## config.mk

```make
export PLATFORM = sky130hd
export DESIGN_NAME = word_memory_loader
export DESIGN_NICKNAME = d
export VERILOG_FILES = /design/src/rtl/word_memory_loader.sv
export SDC_FILE = /design/constraint.sdc
export NUM_CORES = 1
export LEC_CHECK = 0
export CAP_MARGIN = 20
export CORE_AREA = 2 2 90 92
export CTS_CLUSTER_SIZE = 24
export DETAILED_ROUTE_END_ITERATION = 8
export DIE_AREA = 0 0 92 94
export PLACE_DENSITY = 0.72
export SETUP_SLACK_MARGIN = 0.15
export SLEW_MARGIN = 20
export SYNTH_ARGS = -nofsm -noshare
export SYNTH_HDL_FRONTEND = slang
export SYNTH_SLANG_ARGS = --single-unit
```

## constraint.sdc

```tcl
create_clock -name clk -period 4.59 [get_ports clk]
set_clock_uncertainty 0.15 [all_clocks]
set_input_delay 0.918 -clock clk [delete_from_list [all_inputs] [get_ports clk]]
set_output_delay 0.918 -clock clk [all_outputs]
set_load 0.03 [all_outputs]
```

## src/rtl/word_memory_loader.sv

```systemverilog
// Boot-time loader: packs a little-endian byte stream into DATA_W-bit words
// and writes them to consecutive memory indices starting at 0.
module word_memory_loader #(
  parameter int ADDR_W = 9,
  parameter int DATA_W = 32
) (
  input  logic              clk,
  input  logic              rst_n,
  input  logic              start,
  input  logic [ADDR_W:0]   num_words,
  input  logic              byte_valid,
  input  logic [7:0]        byte_data,
  output logic              byte_ready,
  output logic              mem_we,
  output logic [ADDR_W-1:0] mem_addr,
  output logic [DATA_W-1:0] mem_wdata,
  output logic [ADDR_W:0]   word_count,
  output logic              busy,
  output logic              done
);
  localparam int BYTES = DATA_W / 8;
  localparam int BC_W  = (BYTES > 1) ? $clog2(BYTES) : 1;
  localparam logic [ADDR_W:0] DEPTH = {1'b1, {ADDR_W{1'b0}}};
  localparam logic [BC_W-1:0] LAST  = BC_W'(BYTES - 1);

  typedef enum logic [1:0] {IDLE, LOAD, WRITE, DONE} state_t;

  state_t            state, state_n;
  logic [ADDR_W-1:0] addr_n;
  logic [ADDR_W:0]   cnt_n, target, tgt_n, clamp;
  logic [BC_W-1:0]   bcnt, bcnt_n;
  logic              take;

  // Oversized requests fill the whole memory once and never wrap the index.
  assign clamp = (num_words > DEPTH) ? DEPTH : num_words;
  assign take  = (state == LOAD) && byte_valid;

  assign byte_ready = (state == LOAD);
  assign mem_we     = (state == WRITE);
  assign busy       = (state == LOAD) || (state == WRITE);
  assign done       = (state == DONE);

  always_ff @(posedge clk or negedge rst_n) begin
    if (!rst_n) begin
      state      <= IDLE;
      mem_addr   <= '0;
      word_count <= '0;
      target     <= '0;
      bcnt       <= '0;
    end else begin
      state      <= state_n;
      mem_addr   <= addr_n;
      word_count <= cnt_n;
      target     <= tgt_n;
      bcnt       <= bcnt_n;
    end
  end

  // Byte lane k takes the k-th accepted byte of a word; untouched lanes keep stale data.
  always_ff @(posedge clk or negedge rst_n) begin
    if (!rst_n) begin
      mem_wdata <= '0;
    end else if (take) begin
      for (int k = 0; k < BYTES; k++)
        if (bcnt == BC_W'(k)) mem_wdata[8*k +: 8] <= byte_data;
    end
  end

  always_comb begin
    state_n = state;
    addr_n  = mem_addr;
    cnt_n   = word_count;
    tgt_n   = target;
    bcnt_n  = bcnt;
    case (state)
      IDLE, DONE: begin
        if (start) begin
          tgt_n   = clamp;
          cnt_n   = '0;
          addr_n  = '0;
          bcnt_n  = '0;
          state_n = (clamp == '0) ? DONE : LOAD;
        end
      end
      LOAD: begin
        if (byte_valid) begin
          bcnt_n = bcnt + 1'b1;
          if (bcnt == LAST) state_n = WRITE;
        end
      end
      WRITE: begin
        bcnt_n = '0;
        cnt_n  = word_count + 1'b1;
        if (cnt_n == target) begin
          state_n = DONE;
        end else begin
          addr_n  = mem_addr + 1'b1;
          state_n = LOAD;
        end
      end
      default: state_n = IDLE;
    endcase
  end
endmodule

```

Word-level counts from Yosys, hierarchy flattened
Index checks and enable logic that the tools add are counted.
- add/sub/neg operators: 3
- magnitude comparators: 1
- eq/ne operators: 11
- muxes and demuxes: 15
- reductions and logical operators: 16
- operators with widths (kind ; number):
    $mux W10 ; 2
    $pmux W10 S2 ; 1
    $mux W9 ; 2
    $pmux W9 S2 ; 1
    $mux W2 ; 7
    $reduce_and A2 Y1 ; 7
    $pmux W2 S3 ; 2
    $add A10 B1 Y10 const B ; 1
    $eq A10 B10 Y1 ; 1
    $gt A10 B10 Y1 const B ; 1
    $logic_not A10 Y1 ; 1
    $add A9 B1 Y9 const B ; 1
    $eq A2 B2 Y1 const B ; 4
    $ne A2 B2 Y1 const B ; 3
    $reduce_and A3 Y1 ; 2
    $eq A2 B1 Y1 const B ; 2
    $logic_not A2 Y1 ; 2
    $add A2 B1 Y2 const B ; 1
    $ne A2 B1 Y1 const B ; 1
    $reduce_bool A2 Y1 ; 1
    $reduce_or A2 Y1 ; 1
    $logic_and A1 B1 Y1 ; 1
    $logic_or A1 B1 Y1 ; 1
- register bits after elaboration: 65
- input bits: 22
- word-level logic and storage cells: 55

Logic depth before layout (Yosys ltp)
Gate-level depths: netlist (run 1).
- word-level depth: 6
- depth in mapped cells: 8

Worst setup path before layout (run 1)
OpenSTA, ideal clock, no wires.
- path type: flip-flop to flip-flop
- start: reg word_count[0]
- end: reg mem_addr[0]
- arrival: 2.203 ns
- data required time: 4.315 ns
- setup slack: 2.112 ns
- stages on the path, launching flop included: 8
- cell sequence: dfrtp_1 > ha_1 > xnor2_2 > o211ai_2 > a2111oi_4 > and4_4 > a21oi_1 > mux2_2
- longest elaborated chain between the ends: 4
- RTL lines (element ; RTL line ; source):
    start, declared ; 17 ; output logic [ADDR_W:0] word_count,
    start signal, assigned ; 53 ; word_count <= cnt_n;
    $add A10 B1 Y10 ; 93 ; cnt_n = word_count + 1'b1;
    $eq A10 B10 Y1 ; 94 ; if (cnt_n == target) begin
    $ne A2 B2 Y1 (no source line) ; - ;
    $reduce_and A3 Y1 (no source line) ; - ;
    end signal, assigned ; 52 ; mem_addr <= addr_n;
    end, declared ; 15 ; output logic [ADDR_W-1:0] mem_addr,
No other way between the ends.
A chain may end at the register's enable or synchronous reset.

Worst setup path after layout (run 1)
- start: reg state[0]
- end: out mem_we
- longest elaborated chain between the ends: 1
- RTL lines (element ; RTL line ; source):
    start, declared ; 28 ; state_t state, state_n;
    start signal, assigned ; 51 ; state <= state_n;
    $eq A2 B2 Y1 ; 39 ; assign mem_we = (state == WRITE);
    end, declared ; 14 ; output logic mem_we,
No other way between the ends.

==> results of run 1 <==
==> power by group <==
group          leakage, nW  switching, mW  internal (mW)
Clock                0.107          0.258          0.262
Sequential           0.850          0.142          0.776
Combinational        0.911          0.837          0.602
==> area by class of cell <==
cell class	instances	area share, %
inverter	12	1.02
timing repair buffer	78	17.4
clock buffer	9	2.80
sequential	65	36.8
clock inverter	7	1.93
tap	102	2.89
multi-input combinational	223	37.1
==> cell families (layout without fill, tap and decap cells) <==
kind of cell	after synthesis	count (layout)	synth area share [%]
AND/OR/NAND/NOR	100	100	15.8
flip-flops	65	65	48.0
AO/OA/AOI/OAI	63	63	12.8
multiplexers	38	38	12.5
buffers and inverters	27	106	3.65
XOR/XNOR	12	12	3.54
adder cells (fa/ha/maj)	10	10	3.69
==> path summary, 6_finish.rpt <==
path,slack [ns],endpoint
setup / recovery,1.25,mem_we
hold / removal,0.36,mem_wdata[2]
setup reg to reg,1.59,mem_addr[2]
hold reg to reg,0.36,mem_wdata[2]
max in group asynchronous,2.93,mem_addr[3]
min in group asynchronous,0.47,word_count[7]
==> cells in the mapped netlist (2+ instances only) <==
cell                        n  area share, %
sky130_fd_sc_hd__nand3_1   18            2.7
sky130_fd_sc_hd__a211o_1    3           0.78
sky130_fd_sc_hd__o211ai_1  10            2.2
sky130_fd_sc_hd__mux2_2    35             12
sky130_fd_sc_hd__nand2_1   30            3.3
sky130_fd_sc_hd__buf_2      2           0.30
sky130_fd_sc_hd__or3_1      2           0.37
sky130_fd_sc_hd__inv_1     12            1.3
sky130_fd_sc_hd__ha_1      10            3.7
sky130_fd_sc_hd__xnor2_1    6            1.6
sky130_fd_sc_hd__a22o_1     2           0.52
sky130_fd_sc_hd__a21oi_1    9            1.3
sky130_fd_sc_hd__nor2_1    10            1.1
sky130_fd_sc_hd__dfrtp_1   65             48
sky130_fd_sc_hd__nand2b_1  10            1.8
sky130_fd_sc_hd__buf_6      2           0.66
sky130_fd_sc_hd__nand3b_1   3           0.66
sky130_fd_sc_hd__o21ai_0   23            3.4
sky130_fd_sc_hd__nand4_1    2           0.37
sky130_fd_sc_hd__clkbuf_1   9            1.0
sky130_fd_sc_hd__a211oi_1   3           0.66
sky130_fd_sc_hd__nor3_1    12            1.8
sky130_fd_sc_hd__xor2_1     4            1.0
sky130_fd_sc_hd__mux2i_1    3           0.89
sky130_fd_sc_hd__and3_1     3           0.55
==> flip-flops by register name, summed over array words and instances, names as in the netlist <==
name        cells
mem_addr        9
word_count     10
bcnt            2
mem_wdata      32
state           2
target         10
==> per-stage QoR <==
| stage | worst slack [ns] | util [%] | std cells | cell area, µm² |
|---|---|---|---|---|
| CTS | 1.25 | 58.1 | 496 | 4420 |
| global placement | 1.56 | 55.3 | 480 | 4210 |
| floorplan | 2.11 | - | 315 | 3390 |
| global route | 1.11 | 58.1 | 496 | 4420 |
| detailed placement | 1.45 | 55.3 | 480 | 4210 |
| finish | 1.25 | 58.1 | 496 | 4420 |
==> per-layer routing <==
| metal | wire length (µm) | GRT usage (%) | share of wire (%) |
|---|---|---|---|
| met5 | 0 | 0 | 0 |
| met4 | 83 | 5.22 | 1.0 |
| met3 | 648 | 7.46 | 8.1 |
| met2 | 3720 | 31.3 | 47 |
| met1 | 3550 | 27.3 | 44 |
==> impl_table.tex, run 1 <==
\begin{tabular}{lr}
\hline
Metric & Value \\
\hline
\multicolumn{2}{l}{\textbf{Clocking}} \\
\quad CTS Hold Buffers Added & 0 \\
\quad H-tree depth reported by CTS & 3 \\
\quad Buffer count from post-CTS setup fixing & 0 \\
\quad Number of buffers created by CTS & 9 \\
\quad CTS root buf & sky130\_fd\_sc\_hd\_\_clkbuf\_8 \\
\quad Total number of clock tree sinks & 65 \\
\quad Clock transition at the registers of the reported paths & 0.08 ns \\
\quad Clock insertion delay at the later pin of the skew report & 0.36 ns \\
\quad Max Buffers Root-to-Sink & 2 \\
\quad Resized cells post-CTS & 0 \\
\quad Clock tree from TritonCTS & yes \\
\multicolumn{2}{l}{\textbf{Timing}} \\
\quad Max-slew violation count & 0 \\
\quad Final critical-path share of the clock period & 72.8\% \\
\quad Relative slew margins & between 40\% and 50\% \\
\quad Worst-margin pin slew & 0.884 ns \\
\quad Hold Vio Cnt, Final & 0 \\
\quad Final hold slack & about 0.36 ns \\
\quad Final Setup Violations & 0 \\
\quad Peak clock frequency supported by timing & 299 MHz \\
\quad Accumulated negative setup slack & 0 ns \\
\quad Setup repair after global routing missed its margin & no \\
\quad Minimum period implied by the final worst setup slack & approximately 3.3 ns \\
\multicolumn{2}{l}{\textbf{Worst setup path}} \\
\quad FF-to-FF Start & state[0] \\
\quad Critical Path Stages & 3 \\
\quad Worst Path Max Fanout & 20 \\
\quad Data required, critical path & 3.52 ns \\
\quad Buf/Inv on CP & 2 \\
\quad Ordered cell list for the critical path & inv\_1 > ha\_1 > clkdlybuf4s50\_1 \\
\quad Crit path launch & state[0] \\
\quad CP endpoint kind & primary output \\
\quad Crit-path slowest cell & sky130\_fd\_sc\_hd\_\_clkdlybuf4s50\_1 \\
\quad CP Data Arrival Time & 2.28 ns \\
\quad Category of the critical setup timing path & reg2out \\
\quad Crit path max-delay family & buffers and inverters \\
\quad Worst Reg2Reg Path Length in Cells & 6 \\
\quad Startpoint kind of the worst setup timing path & register \\
\quad Critical Path Max Stage Delay & 0.81 ns \\
\multicolumn{2}{l}{\textbf{Global routing}} \\
\quad Number of antenna violations at the first check in global routing & 0 \\
\quad Via count of the first global-routing pass & 2663 \\
\quad Largest net degree at the start of global routing & 34 \\
\quad Global-route congestion overflow total & 0 \\
\quad Global-route wire length before repair & roughly 14000 µm \\
\quad Overall Global Routing Usage & between 20\% and 30\% \\
\multicolumn{2}{l}{\textbf{Logic synthesis}} \\
\quad Synth Cell Area & 3390 µm² \\
\quad Syn nets & 347 \\
\quad Unique cell type count in the Yosys netlist & 52 \\
\quad Syn Inst Count & $\sim$320 \\
\quad Share of flip-flops with an asynchronous set or reset & 100\% \\
\quad Yosys warning count & 0 \\
\quad Most frequently used flop master after synthesis & sky130\_fd\_sc\_hd\_\_dfrtp\_1 \\
\quad Mean Syn Cell Area & between 10 and 15 µm² \\
\quad Sequential share of the synthesized area & 48.0\% \\
\quad Count of flip-flops with a built-in enable after synthesis & 0 \\
\quad Number of storage elements in the synthesis netlist & 65 \\
\multicolumn{2}{l}{\textbf{Drt}} \\
\quad Detailed-route vias per instance & $\sim$5.4 \\
\quad Vias after detailed routing & 2671 \\
\quad Wire length after detailed routing & between 8000 and 9000 µm \\
\quad Number of nets with antenna violations after detailed routing & 0 \\
\quad Iter 0 DRT Violations & 172 \\
\quad DRC errors left & 0 \\
\quad Router iterations before antenna repair & 4 \\
\quad Final routed wire length divided by cell count & 16.1 µm \\
\multicolumn{2}{l}{\textbf{Floorplanning}} \\
\quad I/O pin count & 77 \\
\quad Initial Util & between 40\% and 50\% \\
\quad Die X-Extent & about 90 µm \\
\quad Total Die Area & 8650 µm² \\
\quad Area of the core region & 7610 µm² \\
\quad Die Height & 94 µm \\
\quad Row count & 32 \\
\multicolumn{2}{l}{\textbf{Layout}} \\
\quad Fraction of final layout cells with drive strength greater than 1 & 16.2\% \\
\quad FF/Latch Area & 1630 µm² \\
\quad Count of antenna diodes in the layout & 0 \\
\quad Area taken by multi-input logic gates & 1640 µm² \\
\quad Commonest non-fill, non-tap cells in the layout & sky130\_fd\_sc\_hd\_\_clkdlybuf4s50\_1, sky130\_fd\_sc\_hd\_\_dfrtp\_1, sky130\_fd\_sc\_hd\_\_mux2\_2 \\
\quad Nets@finish & 421 \\
\quad Commonest non-fill, non-tap cell in the layout & sky130\_fd\_sc\_hd\_\_clkdlybuf4s50\_1 \\
\quad Relative area change from synthesis to final layout & 30.3\% \\
\quad Filler instances & 652 \\
\multicolumn{2}{l}{\textbf{Placement}} \\
\quad Final weighted congestion in routability-driven placement & 0.879 \\
\quad IO buf count & 76 \\
\quad HPWL after DPL & $\sim$6000 µm \\
\multicolumn{2}{l}{\textbf{Pwr}} \\
\quad Total power divided by cell area & roughly 650 nW/µm² \\
\quad Max VDD drop & 0.414 mV \\
\quad Standby leakage power & between 1.5 and 2 nW \\
\quad Total power of the final layout & 2.88 mW \\
\multicolumn{2}{l}{\textbf{Min path}} \\
\quad Launch point of the worst hold path & mem\_wdata[2] \\
\quad Kind of path behind the tightest hold check & reg2reg \\
\quad Hold path depth & 1 \\
\multicolumn{2}{l}{\textbf{Outcome}} \\
\quad Run status & complete, no violations \\
\multicolumn{2}{l}{\textbf{Run}} \\
\quad MaxCap Viol Count & 0 \\
\hline
\end{tabular}
(Power assumes the default switching activity.)
==> run 2: changes to the inputs <==
Settings changed: PLACE_DENSITY 0.72 to 0.75.
Clock period 4.59 ns to 2.68 ns, I/O delays scaled along.
==> run 2 against run 1 <==
  * The flow now finishes with violations (negative hold slack)
  * Routed wire length decreased by 1.0%
  * Design area increased by 3.2%
  * Sequential share of layout area decreased by 1.0 points
  * Register-to-register slack got worse by 1.2 ns
  * Critical endpoint is now done
  * Critical path depth decreased by 1
  * First-iteration DRC count decreased by 41%
  * Critical path type unchanged
==> impl_table.tex, run 2 (same netlist as run 1, synthesis figures left out) <==
\begin{tabular}{lr}
\hline
Metric & Value \\
\hline
\multicolumn{2}{l}{\textbf{Drt}} \\
\quad Final routed wire length divided by cell count & 15.7 µm (-3.0\%) \\
\quad Detailed-route vias per instance & 5.33 (-1.1\%) \\
\quad DRC errors left & 0 (unchanged) \\
\quad Vias after detailed routing & 2695 (+0.90\%) \\
\quad Wire length after detailed routing & 7920 µm (-1.0\%) \\
\quad Number of nets with antenna violations after detailed routing & 0 (unchanged) \\
\quad Iter 0 DRT Violations & 102 (-41\%) \\
\quad Router iterations before antenna repair & 4 (unchanged) \\
\multicolumn{2}{l}{\textbf{Floorplanning}} \\
\quad Die Height & 94 µm (unchanged) \\
\quad Area of the core region & 7610 µm² (unchanged) \\
\quad I/O pin count & 77 (unchanged) \\
\quad Die X-Extent & 92 µm (unchanged) \\
\quad Initial Util & 44.6\% (unchanged) \\
\quad Total Die Area & 8650 µm² (unchanged) \\
\quad Row count & 32 (unchanged) \\
\multicolumn{2}{l}{\textbf{Clocking}} \\
\quad Clock insertion delay at the later pin of the skew report & 0.35 ns (about the same) \\
\quad Max Buffers Root-to-Sink & 2 (unchanged) \\
\quad Clock tree from TritonCTS & yes \\
\quad CTS Hold Buffers Added & 0 (unchanged) \\
\quad Number of buffers created by CTS & 9 (unchanged) \\
\quad H-tree depth reported by CTS & 3 (unchanged) \\
\quad Clock transition at the registers of the reported paths & 0.08 ns (about the same) \\
\quad CTS root buf & sky130\_fd\_sc\_hd\_\_clkbuf\_8 \\
\quad Total number of clock tree sinks & 65 (unchanged) \\
\multicolumn{2}{l}{\textbf{Placement}} \\
\quad IO buf count & 76 (unchanged) \\
\quad HPWL after DPL & 5910 µm (+0.70\%) \\
\quad Placed cell count & 489 (+1.9\%) \\
\quad Placed inst area & 4280 µm² (+1.6\%) \\
\quad Worst-case setup slack after placement & 0.160 ns (-1.29 ns) \\
\quad Final weighted congestion in routability-driven placement & 0.833 (-5.2\%) \\
\multicolumn{2}{l}{\textbf{Timing}} \\
\quad Peak clock frequency supported by timing & 429 MHz \\
\quad Final Setup Violations & 0 (unchanged) \\
\quad Worst-margin pin slew & 0.590 ns (-0.294 ns) \\
\quad Accumulated negative setup slack & 0 ns (unchanged) \\
\quad Hold Vio Cnt, Final & 6 (+6) \\
\quad Setup repair after global routing missed its margin & no \\
\quad Max-slew violation count & 0 (unchanged) \\
\quad Final critical-path share of the clock period & roughly 87\% \\
\quad Worst setup slack after layout & 0.351 ns (-0.896 ns) \\
\quad Final hold slack & -0.00279 ns (-0.366 ns) \\
\quad Relative slew margins & 59.5\% (+19 points) \\
\quad Minimum period implied by the final worst setup slack & 2.33 ns \\
\multicolumn{2}{l}{\textbf{Layout}} \\
\quad Final Instance Count excl. Fillers & 506 (+2.0\%) \\
\quad Commonest non-fill, non-tap cells in the layout & sky130\_fd\_sc\_hd\_\_clkdlybuf4s50\_1, sky130\_fd\_sc\_hd\_\_dfrtp\_1, sky130\_fd\_sc\_hd\_\_mux2\_2 \\
\quad Finished layout cell area & 4560 µm² (+3.2\%) \\
\quad Fraction of final layout cells with drive strength greater than 1 & 19.8\% (+3.6 points) \\
\quad Count of antenna diodes in the layout & 0 (unchanged) \\
\quad Commonest non-fill, non-tap cell in the layout & sky130\_fd\_sc\_hd\_\_clkdlybuf4s50\_1 \\
\quad Registers with the most flip-flops & mem\_wdata (32), target (10), word\_count (10) \\
\quad Relative area change from synthesis to final layout & 34.5\% \\
\quad Flip-flop count of the largest register, all copies and words added & 32 (unchanged) \\
\quad Largest Register & mem\_wdata \\
\quad Nets@finish & 431 (+2.4\%) \\
\quad Final Util & 59.9\% (+1.8 points) \\
\quad Filler instances & 647 (-0.77\%) \\
\multicolumn{2}{l}{\textbf{Global routing}} \\
\quad Via count of the first global-routing pass & 2735 (+2.7\%) \\
\quad Global-route wire length before repair & 13300 µm (-1.9\%) \\
\quad Global-route congestion overflow total & 0 (unchanged) \\
\quad Overall Global Routing Usage & 19.8\% (-0.53 points) \\
\quad Largest net degree at the start of global routing & 25 (-26\%) \\
\quad Number of antenna violations at the first check in global routing & 0 (unchanged) \\
\multicolumn{2}{l}{\textbf{Outcome}} \\
\quad Violations in the final reports & negative hold slack \\
\quad Run status & complete, but fails checks \\
\multicolumn{2}{l}{\textbf{Worst setup path}} \\
\quad Startpoint kind of the worst setup timing path & register \\
\quad Category of the critical setup timing path & reg2out \\
\quad Worst Path Max Fanout & 5 (-75\%) \\
\quad Crit-path slowest cell & sky130\_fd\_sc\_hd\_\_clkdlybuf4s50\_1 \\
\quad Data required, critical path & 1.99 ns (-1.53 ns) \\
\quad Ordered cell list for the critical path & ha\_1 > clkdlybuf4s50\_1 \\
\quad Critical Path Max Stage Delay & 0.69 ns (-0.12 ns) \\
\quad CP endpoint kind & primary output \\
\quad CP Data Arrival Time & 1.64 ns (-0.64 ns) \\
\multicolumn{2}{l}{\textbf{Pwr}} \\
\quad Total power of the final layout & 5.19 mW (+80\%) \\
\quad Combinational share of power & 49.4\% (-0.6 points) \\
\quad Standby leakage power & 1.95 nW (+4.6\%) \\
\quad Switching part of the total power & 41.1\% (-1.9 points) \\
\quad Net switching power figure & 2.13 mW (+72\%) \\
\quad Max VDD drop & 0.818 mV (+98\%) \\
\quad Power share of the clock group & 20.2\% (+2.1 points) \\
\quad Sequential cell fraction of total power & 30.4\% (-1.5 points) \\
\quad Total power divided by cell area & 1140 nW/µm² (+75\%) \\
\quad Cell Int Power & 3.06 mW (+86\%) \\
\multicolumn{2}{l}{\textbf{Min path}} \\
\quad Kind of path behind the tightest hold check & in2async \\
\multicolumn{2}{l}{\textbf{Run}} \\
\quad MaxCap Viol Count & 0 (unchanged) \\
\hline
\end{tabular}
[run 2: final timing paths]
| check | start | end | slack [ns] | depth (start not counted) |
|---|---|---|---|---|
| worst max-delay path | state[0] | done | 0.35 | 2 |
| worst min-delay path | rst_n | word_count[5] | -0.003 | 1 |
| worst max register to register | word_count[0] | mem_addr[5] | 0.36 | 7 |
| worst min register to register | mem_wdata[14] | mem_wdata[14] | 0.36 | 1 |
| max in group asynchronous | rst_n | mem_wdata[5] | 1.67 | 2 |
| min in group clk | mem_wdata[14] | mem_wdata[14] | 0.36 | 1 |
[run 2: repair_timing]
| action | 4_1_cts | 5_1_grt |
|---|---|---|
| pin swaps | 3 | 4 |
| resized for setup | 1 | 11 |
| setup endpoints to repair | 2 | 13 |
| buffers inserted | 1 | 0 |
[run 2: routing by layer]
metal / vias to the layer above / wire length, µm / track usage, %
li1: 1306 / - / -
met4: 0 / 122 / 7.21
met2: 78 / 3710 / 32.1
met5: - / 0 / 0
met1: 1301 / 3520 / 24.6
met3: 10 / 566 / 6.66
[run 2: critical path: cells and delay by family, from the launching register on]
family	cells	cell delay (ns)
buffers and inverters	1	0.69
adders and majority gates	1	0.19
DFF	1	0.42
[run 2: final cells by class]
| class | instances | area, µm² | area share (%) |
|---|---|---|---|
| Timing Repair Buffer | 88 | 846 | 18.6 |
| Clock inverter | 7 | 125 | 2.74 |
| Clock buffer | 9 | 124 | 2.72 |
| Multi-Input combinational cell | 223 | 1660 | 36.4 |
| Tap cell | 102 | 128 | 2.80 |
| Inverter | 12 | 45.0 | 0.988 |
| Sequential cell | 65 | 1630 | 35.8 |
[run 2: power by group through the flow]
stage / logic, mW / registers (mW) / clock network [mW]
floorplan: 1.04 / 2.08 / 0
detailed placement: 2.55 / 1.59 / 0
global placement: 2.52 / 1.57 / 0
global route: 2.76 / 1.62 / 1.12
finish: 2.56 / 1.58 / 1.05
CTS: 2.56 / 1.57 / 1.08
==> run 3: changes to the inputs <==
Settings changed: CORE_AREA 2 2 90 92 to 2 2 86 97, DIE_AREA 0 0 92 94 to 0 0 88 99, PLACE_DENSITY 0.75 to 0.74.
==> run 3 against run 2 <==
  * Largest power group unchanged
  * Count of clock-buffer cells in the layout increased by 4
  * Hold slack better by 0.043 ns
  * Power shrank 1.0%
  * Final cell count increased by 1.4%
  * Register-to-register slack got worse by 0.14 ns
  * Highest routed layer unchanged
  * Design area up 0.27%
  * Core utilization decreased by 0.56 points
  * Via count rose by 2.7%
  * Sequential power is essentially flat
  * First-iteration DRC count increased by 84%
  * Largest cell class unchanged
  * Critical path depth rose by 6
  * Clock power fell by 8%
  * The run now ends clean
==> impl_table.tex, run 3 (same netlist as run 1, synthesis figures left out) <==
\begin{tabular}{lr}
\hline
Metric & Value \\
\hline
\multicolumn{2}{l}{\textbf{Timing}} \\
\quad Worst-margin pin slew & 0.628 ns (+0.0375 ns) \\
\quad Setup repair after global routing missed its margin & no \\
\quad Final critical-path share of the clock period & 91.9\% (+5.0 points) \\
\quad Hold Vio Cnt, Final & 0 (-6) \\
\quad Final Setup Violations & 0 (unchanged) \\
\quad Worst setup slack after layout & 0.217 ns (-0.134 ns) \\
\quad Accumulated negative setup slack & 0 ns (unchanged) \\
\quad Peak clock frequency supported by timing & 406 MHz (-5.4\%) \\
\quad Minimum period implied by the final worst setup slack & 2.46 ns (+0.134 ns) \\
\quad Max-slew violation count & 0 (unchanged) \\
\quad Relative slew margins & 57.7\% (-1.8 points) \\
\multicolumn{2}{l}{\textbf{Min path}} \\
\quad Kind of path behind the tightest hold check & in2async \\
\multicolumn{2}{l}{\textbf{Clocking}} \\
\quad Total number of clock tree sinks & 65 (unchanged) \\
\quad Clock insertion delay at the later pin of the skew report & 0.34 ns (about the same) \\
\quad H-tree depth reported by CTS & 3 (unchanged) \\
\quad Max Buffers Root-to-Sink & 2 (unchanged) \\
\quad CTS root buf & sky130\_fd\_sc\_hd\_\_clkbuf\_8 \\
\quad Clock tree from TritonCTS & yes \\
\quad Number of buffers created by CTS & 9 (unchanged) \\
\quad Clock transition at the registers of the reported paths & 0.07 ns (about the same) \\
\quad CTS Hold Buffers Added & 0 (unchanged) \\
\multicolumn{2}{l}{\textbf{Layout}} \\
\quad Largest Register & mem\_wdata \\
\quad Area taken by multi-input logic gates & 1660 µm² (+0.23\%) \\
\quad Commonest non-fill, non-tap cell in the layout & sky130\_fd\_sc\_hd\_\_clkdlybuf4s50\_1 \\
\quad Finished layout cell area & 4570 µm² (+0.27\%) \\
\quad Final Instance Count excl. Fillers & 513 (+1.4\%) \\
\quad FF/Latch Area & 1630 µm² (about the same) \\
\quad Final Util & 59.4\% (-0.56 points) \\
\quad Registers with the most flip-flops & mem\_wdata (32), target (10), word\_count (10) \\
\quad Flip-flop count of the largest register, all copies and words added & 32 (unchanged) \\
\quad Filler instances & 654 (+1.1\%) \\
\quad Count of antenna diodes in the layout & 0 (unchanged) \\
\quad Nets@finish & 433 (+0.46\%) \\
\quad Relative area change from synthesis to final layout & 34.8\% \\
\quad Fraction of final layout cells with drive strength greater than 1 & 20.0\% (+0.20 points) \\
\quad Commonest non-fill, non-tap cells in the layout & sky130\_fd\_sc\_hd\_\_clkdlybuf4s50\_1, sky130\_fd\_sc\_hd\_\_dfrtp\_1, sky130\_fd\_sc\_hd\_\_mux2\_2 \\
\multicolumn{2}{l}{\textbf{Worst setup path}} \\
\quad Category of the critical setup timing path & reg2reg \\
\quad Critical R2R Capture & mem\_addr[0] \\
\quad CP Data Arrival Time & 2.54 ns (+0.90 ns) \\
\quad CP endpoint kind & register \\
\quad FF-to-FF Start & word\_count[0] \\
\quad Ordered cell list for the critical path & ha\_4 > nand3\_1 > xnor2\_1 > a2111oi\_4 > buf\_4 > and4\_4 > a21oi\_1 > mux2\_2 \\
\quad Data required, critical path & 2.76 ns (+0.77 ns) \\
\quad Crit-path slowest cell & sky130\_fd\_sc\_hd\_\_dfrtp\_2 \\
\quad Crit path launch & word\_count[0] \\
\quad Worst Reg2Reg Path Length in Cells & 8 (+1) \\
\quad Startpoint kind of the worst setup timing path & register \\
\quad Worst Path Max Fanout & 7 (+2) \\
\quad Critical Path Max Stage Delay & 0.45 ns (-0.24 ns) \\
\quad Register-to-register setup slack & 0.22 ns (-0.14 ns) \\
\multicolumn{2}{l}{\textbf{Floorplanning}} \\
\quad Total Die Area & 8710 µm² (+0.74\%) \\
\quad Row count & 34 (+6.3\%) \\
\quad Area of the core region & 7700 µm² (+1.2\%) \\
\quad Die X-Extent & 88 µm (-4.3\%) \\
\quad I/O pin count & 77 (unchanged) \\
\quad Initial Util & 44.0\% (-0.54 points) \\
\quad Die Height & 99 µm (+5.3\%) \\
\multicolumn{2}{l}{\textbf{Drt}} \\
\quad Iter 0 DRT Violations & 188 (+84\%) \\
\quad Final routed wire length divided by cell count & 16.5 µm (+5.6\%) \\
\quad DRC errors left & 0 (unchanged) \\
\quad Router iterations before antenna repair & 4 (unchanged) \\
\quad Wire length after detailed routing & 8480 µm (+7.0\%) \\
\quad Number of nets with antenna violations after detailed routing & 0 (unchanged) \\
\quad Detailed-route vias per instance & 5.39 (+1.3\%) \\
\quad Vias after detailed routing & 2767 (+2.7\%) \\
\multicolumn{2}{l}{\textbf{Outcome}} \\
\quad Run status & complete, no violations \\
\multicolumn{2}{l}{\textbf{Global routing}} \\
\quad Via count of the first global-routing pass & 2851 (+4.2\%) \\
\quad Number of antenna violations at the first check in global routing & 0 (unchanged) \\
\quad Overall Global Routing Usage & 20.1\% (+0.32 points) \\
\quad Global-route congestion overflow total & 0 (unchanged) \\
\quad Global-route wire length before repair & 13600 µm (+1.8\%) \\
\quad Largest net degree at the start of global routing & 66 (+160\%) \\
\multicolumn{2}{l}{\textbf{Run}} \\
\quad MaxCap Viol Count & 0 (unchanged) \\
\multicolumn{2}{l}{\textbf{Pwr}} \\
\quad Max VDD drop & 0.720 mV (-12\%) \\
\quad Standby leakage power & 1.94 nW (-0.88\%) \\
\quad Total power divided by cell area & 1120 nW/µm² (-1.3\%) \\
\multicolumn{2}{l}{\textbf{Placement}} \\
\quad Worst-case setup slack after placement & 0.126 ns (-0.0345 ns) \\
\quad IO buf count & 76 (unchanged) \\
\quad Placed cell count & 493 (+0.82\%) \\
\quad HPWL after DPL & 5840 µm (-1.1\%) \\
\quad Final weighted congestion in routability-driven placement & 0.834 (+0.11\%) \\
\quad Placed inst area & 4280 µm² (+0.12\%) \\
\hline
\end{tabular}
-- run 3: cell types whose count changed in the layout (fill, tap and decap cells not counted), moves of 2 or more --
cell                             delta
sky130_fd_sc_hd__clkbuf_8           +3
sky130_fd_sc_hd__dlymetal6s2s_1     -2
sky130_fd_sc_hd__dlygate4sd2_1      +2
sky130_fd_sc_hd__inv_6              -3
-- run 3: power by group --
| part | internal [mW] | switching (mW) | total, mW |
|---|---|---|---|
| sequential | 1.33 | 0.253 | 1.59 |
| clock | 0.596 | 0.371 | 0.967 |
| combinational | 1.09 | 1.49 | 2.58 |
-- run 3: per-stage QoR --
step	total power [mW]	hold slack (ns)
finish	5.14	0.0403
global route	5.41	0.0789
CTS	5.11	0.0677
detailed placement	4.14	0.342
global placement	4.08	0.338
floorplan	3.12	0.0904
-- run 3: repair_timing --
action,CTS,global route
setup endpoints to repair,7,11
gates resized for setup,3,10
setup buffers,2,3
pin swaps,2,2
-- run 3: per-layer routing --
metal / routed length (µm) / track usage [%] / part of all wire [%]
met5: 0 / 0 / 0
met2: 4220 / 33.7 / 50
met3: 661 / 6.95 / 7.8
met1: 3430 / 23.5 / 41
met4: 162 / 7.46 / 1.9
-- run 3: cell type report --
type                    instances  share of cell area (%)
multi-input cells             223                    36.4
clock buffers                  13                    3.70
inverters                      12                   0.985
repair buffers                 90                    18.9
clock inverters                 2                    1.31
well taps                     108                    2.96
flip-flops and latches         65                    35.7
-- run 3: critical path: cells and delay by family (launching register included) --
family	cells	cell delay (ns)
AOI/OAI and AO/OA	2	0.44
xor gates and xnor gates	1	0.22
adders and majority gates	1	0.23
buffers and inverters	1	0.17
DFF	1	0.45
muxes	1	0.26
and+or+nand+nor	2	0.44
-- run 3: how the worst max path moves through the flow --
stage / endpoint
final: mem_addr[0]
after global placement: mem_addr[0]
after floorplan: mem_addr[0]
after CTS: mem_addr[7]
after global routing: mem_addr[6]
after detailed placement: mem_addr[0]
